<file path="src/rtl/pulse_sequencer.sv">
// Sequences a table of pattern/repeat slots into a 16-bit rotating pulse generator.
// Latency: START -> LOAD strobe visible 1 cycle later; each slot lasts 16*R cycles from its LOAD edge.
// Backpressure: none; START is ignored while busy, ABORT returns to IDLE at the next edge.
//
// Ports:
//   CLK, RST_N          clock, asynchronous active-low reset
//   CFG_WE/ADDR/PATTERN/REPEAT   slot table write port (accepted in any state)
//   NUM_SLOTS, LOOP     slots to play (latched at START), wrap-around enable (sampled at wrap)
//   START, ABORT        sequence control; ABORT wins
//   GEN_LOAD, GEN_VALUE load strobe and load word for the generator
//   SLOT_IDX, BUSY, DONE  status (all registered)
module pulse_sequencer #(
   parameter int WIDTH = 16,
   parameter int SLOTS = 4,
   parameter int REP_W = 4
) (
   input  logic                       CLK,
   input  logic                       RST_N,
   input  logic                       CFG_WE,
   input  logic [$clog2(SLOTS)-1:0]   CFG_ADDR,
   input  logic [WIDTH-1:0]           CFG_PATTERN,
   input  logic [REP_W-1:0]           CFG_REPEAT,
   input  logic [$clog2(SLOTS):0]     NUM_SLOTS,
   input  logic                       LOOP,
   input  logic                       START,
   input  logic                       ABORT,
   output logic                       GEN_LOAD,
   output logic [WIDTH-1:0]           GEN_VALUE,
   output logic [$clog2(SLOTS)-1:0]   SLOT_IDX,
   output logic                       BUSY,
   output logic                       DONE
);

   localparam int AW = $clog2(SLOTS);
   localparam int BW = $clog2(WIDTH);
   localparam logic [AW:0]   SLOTS_W  = (AW+1)'(SLOTS);
   localparam logic [BW-1:0] BIT_LAST = BW'(WIDTH - 1);

   typedef enum logic [1:0] {
      S_IDLE = 2'd0,
      S_LOAD = 2'd1,
      S_RUN  = 2'd2
   } state_t;

   // ------------------------------------------------------------------
   // Slot table
   // ------------------------------------------------------------------
   logic [WIDTH-1:0] pat_q [SLOTS];
   logic [REP_W-1:0] rep_q [SLOTS];

   // Reads are combinational from the registers, so a write on the same
   // edge as a slot load delivers the pre-edge (old) contents.
   always_ff @(posedge CLK or negedge RST_N) begin
      if (!RST_N) begin
         for (int i = 0; i < SLOTS; i++) begin
            pat_q[i] <= '0;
            rep_q[i] <= REP_W'(1);
         end
      end else if (CFG_WE) begin
         pat_q[CFG_ADDR] <= CFG_PATTERN;
         rep_q[CFG_ADDR] <= CFG_REPEAT;
      end
   end

   // A programmed repeat of 0 behaves as 1.
   function automatic logic [REP_W-1:0] norm_rep(input logic [REP_W-1:0] r);
      return (r == '0) ? REP_W'(1) : r;
   endfunction

   // ------------------------------------------------------------------
   // Slot count normalisation: 0 -> 1, above SLOTS -> SLOTS. Stored as the
   // index of the last slot to play.
   // ------------------------------------------------------------------
   logic [AW:0]   ns_m1;
   logic [AW-1:0] last_norm;

   always_comb begin
      ns_m1     = NUM_SLOTS - (AW+1)'(1);
      last_norm = ns_m1[AW-1:0];
      if (NUM_SLOTS == '0) begin
         last_norm = '0;
      end else if (NUM_SLOTS > SLOTS_W) begin
         last_norm = AW'(SLOTS - 1);
      end
   end

   // ------------------------------------------------------------------
   // State and registered outputs
   // ------------------------------------------------------------------
   state_t           state_q,     state_d;
   logic             gen_load_q,  gen_load_d;
   logic [WIDTH-1:0] gen_value_q, gen_value_d;
   logic [AW-1:0]    slot_idx_q,  slot_idx_d;
   logic             busy_q,      busy_d;
   logic             done_q,      done_d;
   logic [BW-1:0]    bit_cnt_q,   bit_cnt_d;
   logic [REP_W-1:0] rep_cnt_q,   rep_cnt_d;
   logic [REP_W-1:0] rep_lim_q,   rep_lim_d;
   logic [AW-1:0]    last_q,      last_d;

   logic             enter_slot;
   logic [AW-1:0]    sel_slot;
   logic             go_idle;
   logic             slot_end;

   // The slot's final RUN cycle: last bit of the period in the last repeat.
   // rep_cnt starts at 1 on the LOAD edge and bumps on every 15->0 wrap.
   assign slot_end = (bit_cnt_q == BIT_LAST) && (rep_cnt_q == rep_lim_q);

   always_comb begin
      state_d     = state_q;
      gen_load_d  = gen_load_q;
      gen_value_d = gen_value_q;
      slot_idx_d  = slot_idx_q;
      busy_d      = busy_q;
      done_d      = 1'b0;
      bit_cnt_d   = bit_cnt_q;
      rep_cnt_d   = rep_cnt_q;
      rep_lim_d   = rep_lim_q;
      last_d      = last_q;
      enter_slot  = 1'b0;
      sel_slot    = '0;
      go_idle     = 1'b0;

      unique case (state_q)
         S_IDLE: begin
            // Keep the generator parked at 0 by reloading zero every cycle.
            gen_load_d  = 1'b1;
            gen_value_d = '0;
            busy_d      = 1'b0;
            if (START) begin
               last_d     = last_norm;
               enter_slot = 1'b1;
               sel_slot   = '0;
            end
         end

         S_LOAD: begin
            state_d    = S_RUN;
            gen_load_d = 1'b0;
            bit_cnt_d  = BW'(1);
            rep_cnt_d  = REP_W'(1);
         end

         S_RUN: begin
            gen_load_d = 1'b0;
            bit_cnt_d  = bit_cnt_q + 1'b1;
            if (bit_cnt_q == BIT_LAST) begin
               rep_cnt_d = rep_cnt_q + 1'b1;
            end
            if (slot_end) begin
               if (slot_idx_q != last_q) begin
                  enter_slot = 1'b1;
                  sel_slot   = slot_idx_q + 1'b1;
               end else if (LOOP) begin
                  enter_slot = 1'b1;
                  sel_slot   = '0;
               end else begin
                  go_idle = 1'b1;
                  done_d  = 1'b1;
               end
            end
         end

         default: begin
            go_idle = 1'b1;
         end
      endcase

      if (enter_slot) begin
         state_d     = S_LOAD;
         slot_idx_d  = sel_slot;
         gen_load_d  = 1'b1;
         gen_value_d = pat_q[sel_slot];
         busy_d      = 1'b1;
         rep_lim_d   = norm_rep(rep_q[sel_slot]);
         bit_cnt_d   = '0;
         rep_cnt_d   = '0;
      end

      // ABORT overrides everything, including a START or a normal finish.
      if (ABORT) begin
         go_idle = 1'b1;
         done_d  = 1'b0;
      end

      if (go_idle) begin
         state_d     = S_IDLE;
         slot_idx_d  = '0;
         gen_load_d  = 1'b1;
         gen_value_d = '0;
         busy_d      = 1'b0;
         bit_cnt_d   = '0;
         rep_cnt_d   = '0;
      end
   end

   always_ff @(posedge CLK or negedge RST_N) begin
      if (!RST_N) begin
         state_q     <= S_IDLE;
         gen_load_q  <= 1'b1;
         gen_value_q <= '0;
         slot_idx_q  <= '0;
         busy_q      <= 1'b0;
         done_q      <= 1'b0;
         bit_cnt_q   <= '0;
         rep_cnt_q   <= '0;
         rep_lim_q   <= REP_W'(1);
         last_q      <= '0;
      end else begin
         state_q     <= state_d;
         gen_load_q  <= gen_load_d;
         gen_value_q <= gen_value_d;
         slot_idx_q  <= slot_idx_d;
         busy_q      <= busy_d;
         done_q      <= done_d;
         bit_cnt_q   <= bit_cnt_d;
         rep_cnt_q   <= rep_cnt_d;
         rep_lim_q   <= rep_lim_d;
         last_q      <= last_d;
      end
   end

   assign GEN_LOAD  = gen_load_q;
   assign GEN_VALUE = gen_value_q;
   assign SLOT_IDX  = slot_idx_q;
   assign BUSY      = busy_q;
   assign DONE      = done_q;

endmodule

</file>
<file path="config.mk">
export PLATFORM = sky130hd
export DESIGN_NAME = pulse_sequencer
export DESIGN_NICKNAME = d
export VERILOG_FILES = /design/src/rtl/pulse_sequencer.sv
export SDC_FILE = /design/constraint.sdc
export NUM_CORES = 1
export LEC_CHECK = 0
export ABC_AREA = 1
export CORE_UTILIZATION = 50
export CTS_CLUSTER_SIZE = 12
export DETAILED_ROUTE_END_ITERATION = 10
export GPL_TIMING_DRIVEN = 0
export PLACE_DENSITY = 0.67
export RECOVER_POWER = 100
export SLEW_MARGIN = 20
export SYNTH_ARGS = -nofsm -noshare
export SYNTH_HDL_FRONTEND = slang
export SYNTH_SLANG_ARGS = --single-unit
export TNS_END_PERCENT = 1
</file>
<file path="constraint.sdc">
create_clock -name CLK -period 3.7 [get_ports CLK]
set_input_delay 0.74 -clock CLK [delete_from_list [all_inputs] [get_ports CLK]]
set_output_delay 0.74 -clock CLK [all_outputs]
set_load 0.01 [all_outputs]
</file>
==> key figures, run 1 <==
Power
  • Proportion of power drawn by the clock network: 42.5%
  • Relative contribution of combinational cells to total power: 16.1%
  • Net switching power of the design: 1.06 mW
  • Switching share of total power: 27.7%
  • Part of the power in registers: 41.4%
  • Areal power density over the cells: 564 mW/mm^2
  • Int Power: 2.78 mW
  • Peak ir drop on the vdd network: 0.357 mV
  • Leakage: 3.37 nW

CTS
  • Total CTS buffers: 17
  • Number of buffers inserted to repair setup after CTS: 0
  • Worst-skew pair later-pin latency: 530 ps
  • Clock tree sinks: 117
  • Count of instances resized after the clock tree is built: 0
  • Clk buf depth: 2
  • Worst-path clk slew: 60 ps
  • Clock tree root driver cell: clkbuf_8
  • Clock tree from TritonCTS: done
  • Post-CTS Hold Buffers: 0
  • Count of H-tree levels built during CTS: 4

Timing
  • F_max: 352 MHz
  • Final hold violation count: 0
  • Post-route worst setup slack: 856 ps
  • Largest clock skew in the final design: 10.9 ps
  • WHS: 477 ps
  • Final number of max-transition violations: 49
  • Relative max-transition margin: -81.1%
  • Post-route minimum period: 2840 ps
  • Portion of the clock cycle consumed by the worst path in the final layout: 76.9%
  • Final number of setup-violating endpoints: 0
  • Unrepaired setup endpoints after global routing: no
  • Slew at the pin closest to its max-slew limit: 2720 ps

Worst hold path
  • Kind of path behind the tightest hold check: reg -> reg
  • Cell count of the worst hold path: 2
  • Hold Path Origin: rep_q[1]
  • End of the worst hold path: rep_q[1]

Critical path
  • Critical-path maximum fanout: 10
  • CP peak stage delay: 460 ps
  • Worst path slowest cell: nor3_1
  • Worst setup EP type: register
  • Capture point of the worst reg-to-reg path: GEN_VALUE[14]
  • R2R depth: 11
  • Arrival time at the worst endpoint: 3250 ps
  • Cell chain of the critical path: inv_1 > ha_1 > clkbuf_1 > o21ai_0 > nor3_1 > nand4_1 > clkbuf_1 > nand2_1 > nand3_1 > nand3_1 > nand2_1
  • Register-to-register setup slack: 860 ps
  • Worst Setup Path Type: reg -> reg
  • Kind of launch point of the worst setup path: register
  • Startpoint of the most critical register-to-register path: state_q[0]
  • CP required: 4100 ps

Yosys
  • Complex-gate fraction of the synthesized area: 9.22%
  • Dominant combinational cell family by area after synthesis: simple AND/OR/NAND/NOR gates
  • Number of synthesized flops with an enable pin: 0
  • Area share of the largest cell type after synthesis: 49.8%
  • Area share of fa/ha/maj cells after synthesis: 1.35%
  • Average size of a mapped cell: 8.22 um^2
  • Async set-or-reset flop fraction in the synthesized netlist: 100%
  • Primary FF master, synth: dfrtp_1
  • Top area cells in the synthesized netlist: dfrtp_1 50%, nand2_1 15%, o21ai_0 7.5%, nand3_1 7.4%, inv_1 3.8%
  • Share of synthesized area spent on multiplexers: 0%
  • Most frequently used cell type in the post-synthesis netlist: nand2_1
  • Portion of the post-synthesis area used by sequential elements: 52.6%
  • Yosys warnings: 0
  • Cell variety after synth: 36
  • Basic-gate share of the synthesized area counting and, or, nand and nor cells: 29.0%
  • Commonest cells post-synth: 227 x nand2_1, 111 x dfrtp_1, 84 x o21ai_0
  • Net Count, Synth: 715
  • FF+latch count, synth: 117
  • Post-Syn Instances: 678
  • Synth Area in XOR/XNOR: 0.628%
  • Area of the mapped netlist: 0.00558 mm^2
  • Library cell occupying the most area in the post-synthesis netlist: dfrtp_1

Global route
  • Antenna violations before repair: 0
  • Global-route congestion overflow total: 0
  • Largest net degree at the start of global routing: 70
  • Wire length of the first global-routing pass: 23.2 mm
  • GRT Resource Usage Total: 26.8%
  • Vias in the first global route: 4586

Route
  • Drt first-iter violations: 359
  • DR pass1 iterations: 5
  • DR vias/cell: 5.32
  • Remaining antenna violation count after routing: 0
  • Wirelength, routed: 14.2 mm
  • Routed via count: 4800
  • Average wire per standard cell: 15.8 um
  • Number of remaining DRC errors: 0

Cells and area
  • Util after Layout: 62.9%
  • Fraction of layout instances using a drive strength above 1: 8.66%
  • Final design area excluding fillers: 0.00682 mm^2
  • Layout overhead on the synthesized area: 22.3%
  • # diodes: 0
  • Number of nets at the end of the flow: 786

Floorplanning
  • Standard-cell row count: 38
  • I/O pin count: 52
  • Area enclosed by the die boundary: 0.0116 mm^2
  • Height of the die: 108 um
  • Standard cell core area: 0.0108 mm^2
  • Initial standard-cell utilization of the core: 51.4%
  • Die width: 108 um

Placed design
  • Post-DP HPWL: 9.57 mm
  • RD Place Congestion: 0.868
  • Area after DPL: 0.00629 mm^2
  • Dpl ws: 1300 ps
  • PortBufs: 51

Run status
  • Result of the run: finished, violations left
  • Violations in the final reports: max-capacitance violations, max-slew violations

Flow run
  • Number of maximum-capacitance violations: 1
[worst max-delay path, delay by kind of cell (launching register included)]
kind / cells / cell delay, ps
compound gates: 1 / 140
fa+ha+maj: 1 / 150
buf+inv: 3 / 770
flops: 1 / 370
simple gates: 6 / 1270
[layout make-up]
| type | instances | area, um^2 |
|---|---|---|
| inverters | 65 | 251 |
| repair buffers | 52 | 532 |
| clock buffers | 22 | 463 |
| clock inverters | 10 | 128 |
| fillers | 951 | 4020 |
| well taps | 140 | 175 |
| plain buffers | 29 | 136 |
| multi-input cells | 467 | 2200 |
| flip-flops and latches | 117 | 2940 |
[registers in the layout, summed over array words and instances (netlist names)]
signal and flops:
pat_q 64, rep_q 16, bit_cnt_q 4, rep_cnt_q 4
GEN_VALUE 16, DONE 1, rep_lim_q 4, state_q 2
SLOT_IDX 2, GEN_LOAD 1, last_q 2, BUSY 1
[cell usage in the layout (no fill, tap or decap), types with 2 or more instances in the layout]
master	n
clkbuf_8	4
o22ai_1	4
a21oi_1	5
dfrtp_1	111
xnor2_1	2
dlygate4sd3_1	23
inv_2	4
nor2_4	4
o21ai_0	86
dfstp_2	6
inv_1	57
xor2_1	2
ha_1	6
clkinv_2	6
nand3_2	7
nor3_1	2
clkdlybuf4s50_1	27
nand2_2	3
nand2_1	228
bufinv_16	3
nand3b_1	6
nor2_1	15
clkbuf_16	16
nand4_1	5
clkbuf_1	24
clkinv_1	2
nand3_1	86
buf_2	6
[routing by layer]
layer / up-vias / wire length, um / part of all wire [%] / global-route usage (%)
met5: - / 0 / 0 / 0
met4: 0 / 127 / 0.89 / 8.32
met3: 14 / 859 / 6.0 / 5.99
met2: 130 / 6680 / 47 / 42.6
met1: 2320 / 6560 / 46 / 36.6
li1: 2336 / - / - / -
[power by group through the flow]
stage / Combinational [mW] / Clock, mW / Sequential (mW)
floorplan: 0.422 / 0 / 1.59
global route: 0.713 / 1.73 / 1.62
CTS: 0.650 / 1.65 / 1.59
detailed placement: 0.644 / 0 / 1.61
finish: 0.621 / 1.63 / 1.59
global placement: 0.619 / 0 / 1.60
[cells by family (layout without fill, tap and decap cells)]
group	count (synthesis)	in the layout
xor gates and xnor gates	4	4
DFF	117	117
and+or+nand+nor	357	357
AOI/OAI and AO/OA	100	100
buffers and inverters	94	178
adders and majority gates	6	6
[how the worst max path moves through the flow]
| stage | from | slack [ps] | end |
|---|---|---|---|
| 2_1_floorplan | state_q[0] | 1800 | GEN_VALUE[6] |
| 3_3_place_gp | RST_N | -2530 | pat_q[44] |
| 3_5_place_dp | state_q[0] | 1300 | GEN_VALUE[13] |
| 4_1_cts | state_q[0] | 1280 | GEN_VALUE[15] |
| 5_1_grt | state_q[0] | 560 | GEN_VALUE[14] |
| 6_report | state_q[0] | 860 | GEN_VALUE[14] |
[metrics by stage]
step	cells	TNS (ps)	total power, mW
3_3_place_gp	869	-286150	2.22
4_1_cts	902	0	3.89
3_5_place_dp	870	0	2.25
6_report	902	0	3.85
5_1_grt	902	0	4.06
2_1_floorplan	678	0	2.01
No activity file was read; power rests on OpenSTA's default activity.
==> run 2: changes to the inputs <==
--- a/config.mk
+++ b/config.mk
@@ -10,7 +10,7 @@
 export CTS_CLUSTER_SIZE = 12
 export DETAILED_ROUTE_END_ITERATION = 10
 export GPL_TIMING_DRIVEN = 0
-export PLACE_DENSITY = 0.67
+export PLACE_DENSITY = 0.7
 export RECOVER_POWER = 100
 export SLEW_MARGIN = 20
 export SYNTH_ARGS = -nofsm -noshare
==> constraint.sdc (replaced) <==
create_clock -name CLK -period 2.4 [get_ports CLK]
set_input_delay 0.48 -clock CLK [delete_from_list [all_inputs] [get_ports CLK]]
set_output_delay 0.48 -clock CLK [all_outputs]
set_load 0.01 [all_outputs]
==> run 2 against run 1 <==
- the flow now finishes without violations
- wire length is essentially flat
- total power increased by 57%
- cell count rose by 0.22%
- highest routed layer unchanged
==> key figures, run 2 (same netlist as run 1, synthesis figures left out) <==
Floorplanning
  • Standard-cell row count: 38 (unchanged)
  • I/O pin count: 52 (unchanged)
  • Initial standard-cell utilization of the core: 51.4% (unchanged)
  • Height of the die: 108 um (unchanged)
  • Standard cell core area: 0.0108 mm^2 (unchanged)
  • Area enclosed by the die boundary: 0.0116 mm^2 (unchanged)
  • Die width: 108 um (unchanged)

Worst hold path
  • Kind of path behind the tightest hold check: reg -> reg

Global route
  • Largest net degree at the start of global routing: 77 (+10%)
  • Global-route congestion overflow total: 0 (unchanged)
  • GRT Resource Usage Total: 27.1% (+0.26 points)
  • Antenna violations before repair: 0 (unchanged)
  • Wire length of the first global-routing pass: 23.5 mm (+1.5%)
  • Vias in the first global route: 4693 (+2.3%)

Placed design
  • Area after DPL: 0.00629 mm^2 (unchanged)
  • Total placed cells including tap cells: 870 (unchanged)
  • Post-DP HPWL: 9.41 mm (-1.7%)
  • RD Place Congestion: 0.837 (-3.6%)
  • PortBufs: 51 (unchanged)

CTS
  • Clock tree sinks: 117 (unchanged)
  • Clk buf depth: 2 (unchanged)
  • Worst-skew pair later-pin latency: 530 ps (about the same)
  • Clock tree root driver cell: clkbuf_8
  • Clock tree from TritonCTS: done
  • Count of H-tree levels built during CTS: 4 (unchanged)
  • Worst-path clk slew: 50 ps (about the same)
  • Total CTS buffers: 17 (unchanged)

Timing
  • Final hold violation count: 0 (unchanged)
  • F_max: 437 MHz (+24%)
  • Final number of max-transition violations: 0 (-100%)
  • Portion of the clock cycle consumed by the worst path in the final layout: 95.3% (+18 points)
  • Relative max-transition margin: 32.0% (+110 points)
  • Unrepaired setup endpoints after global routing: yes
  • Post-route minimum period: 2290 ps (-558 ps)
  • Slew at the pin closest to its max-slew limit: 1020 ps (-1700 ps)
  • Final number of setup-violating endpoints: 0 (unchanged)
  • Largest clock skew in the final design: 6.37 ps (-4.48 ps)

Critical path
  • CP required: 2860 ps (-1240 ps)
  • Worst setup EP type: register
  • Kind of launch point of the worst setup path: register
  • Critical-path maximum fanout: 10 (unchanged)
  • Worst Setup Path Type: reg -> reg
  • Arrival time at the worst endpoint: 2750 ps (-500 ps)

Cells and area
  • Commonest non-fill, non-tap cells in the layout: 227 x nand2_1, 111 x dfrtp_1, 84 x o21ai_0
  • Total area of multi-input combinational cells: 0.00226 mm^2 (+2.8%)
  • Final design area excluding fillers: 0.00692 mm^2 (+1.4%)
  • Fraction of layout instances using a drive strength above 1: 10.6% (+1.9 points)
  • Util after Layout: 63.8% (+0.90 points)
  • Largest register by flop count: pat_q
  • Largest register FFs: 64 (unchanged)
  • Storage cell area: 0.00294 mm^2 (unchanged)
  • Number of nets at the end of the flow: 788 (+0.25%)
  • Count of filler cells inserted in the layout: 947 (-0.42%)
  • Most frequent standard cell in the layout excluding fill and tap cells: nand2_1
  • Non-filler cells, final: 904 (+0.22%)
  • Layout overhead on the synthesized area: 24.1%
  • # diodes: 0 (unchanged)

Power
  • Areal power density over the cells: 871 mW/mm^2 (+54%)
  • Peak ir drop on the vdd network: 0.426 mV (+19%)
  • Total power consumption of the routed design: 6.02 mW (+57%)
  • Leakage: 3.34 nW (-0.97%)

Route
  • DR vias/cell: 5.42 (+1.9%)
  • Remaining antenna violation count after routing: 0 (unchanged)
  • Drt first-iter violations: 373 (+3.9%)
  • Routed via count: 4902 (+2.1%)
  • DR pass1 iterations: 7 (+2)
  • Wirelength, routed: 14.2 mm (about the same)
  • Number of remaining DRC errors: 0 (unchanged)
  • Average wire per standard cell: 15.7 um (-0.21%)

Run status
  • Result of the run: completed

Flow run
  • Number of maximum-capacitance violations: 0 (-1)
-- run 2: what timing repair did --
action	in CTS	in global routing
buffers inserted	0	1
hold endpoints to repair	36	0
setup endpoints to repair	0	16
hold buffers	1	0
gates resized for setup	0	10
-- run 2: cell type report --
type	instances	area share (%)
flip-flops and latches	117	42.4
multi-input cells	467	32.7
repair buffers	54	7.72
clock buffers	24	6.95
inverters	65	3.64
well taps	140	2.53
plain buffers	29	2.28
clock inverters	8	1.75
-- run 2: critical path: stages, from the launching register on --
cell	delay (ps)
dfrtp_1	380
inv_1	120
ha_1	160
buf_2	200
o21ai_1	130
nor3_4	250
nand2_2	150
nor2_4	170
buf_2	290
nand2_1	90
nand3_1	110
nand3_2	110
nand2_1	70
-- run 2: stage by stage --
stage          setup slack (ps)  hold WS (ps)  setup TNS, ps
2_1_floorplan               503           184              0
3_3_place_gp              -3500           459        -399540
3_5_place_dp               94.9           420              0
4_1_cts                    8.53           454              0
5_1_grt                   -9.49           501          -14.9
6_report                    113           483              0
-- run 2: path summary, 6_finish.rpt --
path / startpoint / endpoint / slack (ps) / cells past startpoint
setup / recovery: state_q[0] / GEN_VALUE[13] / 110 / 12
hold / removal: pat_q[8] / pat_q[8] / 480 / 2
setup reg to reg: state_q[0] / GEN_VALUE[13] / 110 / 12
hold reg to reg: pat_q[8] / pat_q[8] / 480 / 2
max in group asynchronous: RST_N / pat_q[40] / 500 / 3
min in group asynchronous: RST_N / rep_cnt_q[0] / 670 / 2
-- run 2: per-layer routing --
layer	vias up	track usage (%)	wire (um)	part of all wire (%)
li1	2334	-	-	-
met1	2341	37.2	6260	44
met2	207	42.1	6720	47
met3	20	6.60	1060	7.5
met4	0	8.90	182	1.3
met5	-	0	0	0
-- run 2: power breakdown --
group	leakage [nW]	internal [mW]	switching, mW	total, mW
Sequential	1.48	2.28	0.176	2.46
Combinational	1.56	0.380	0.633	1.01
Clock	0.295	1.69	0.865	2.55
Total	3.34	4.35	1.67	6.02
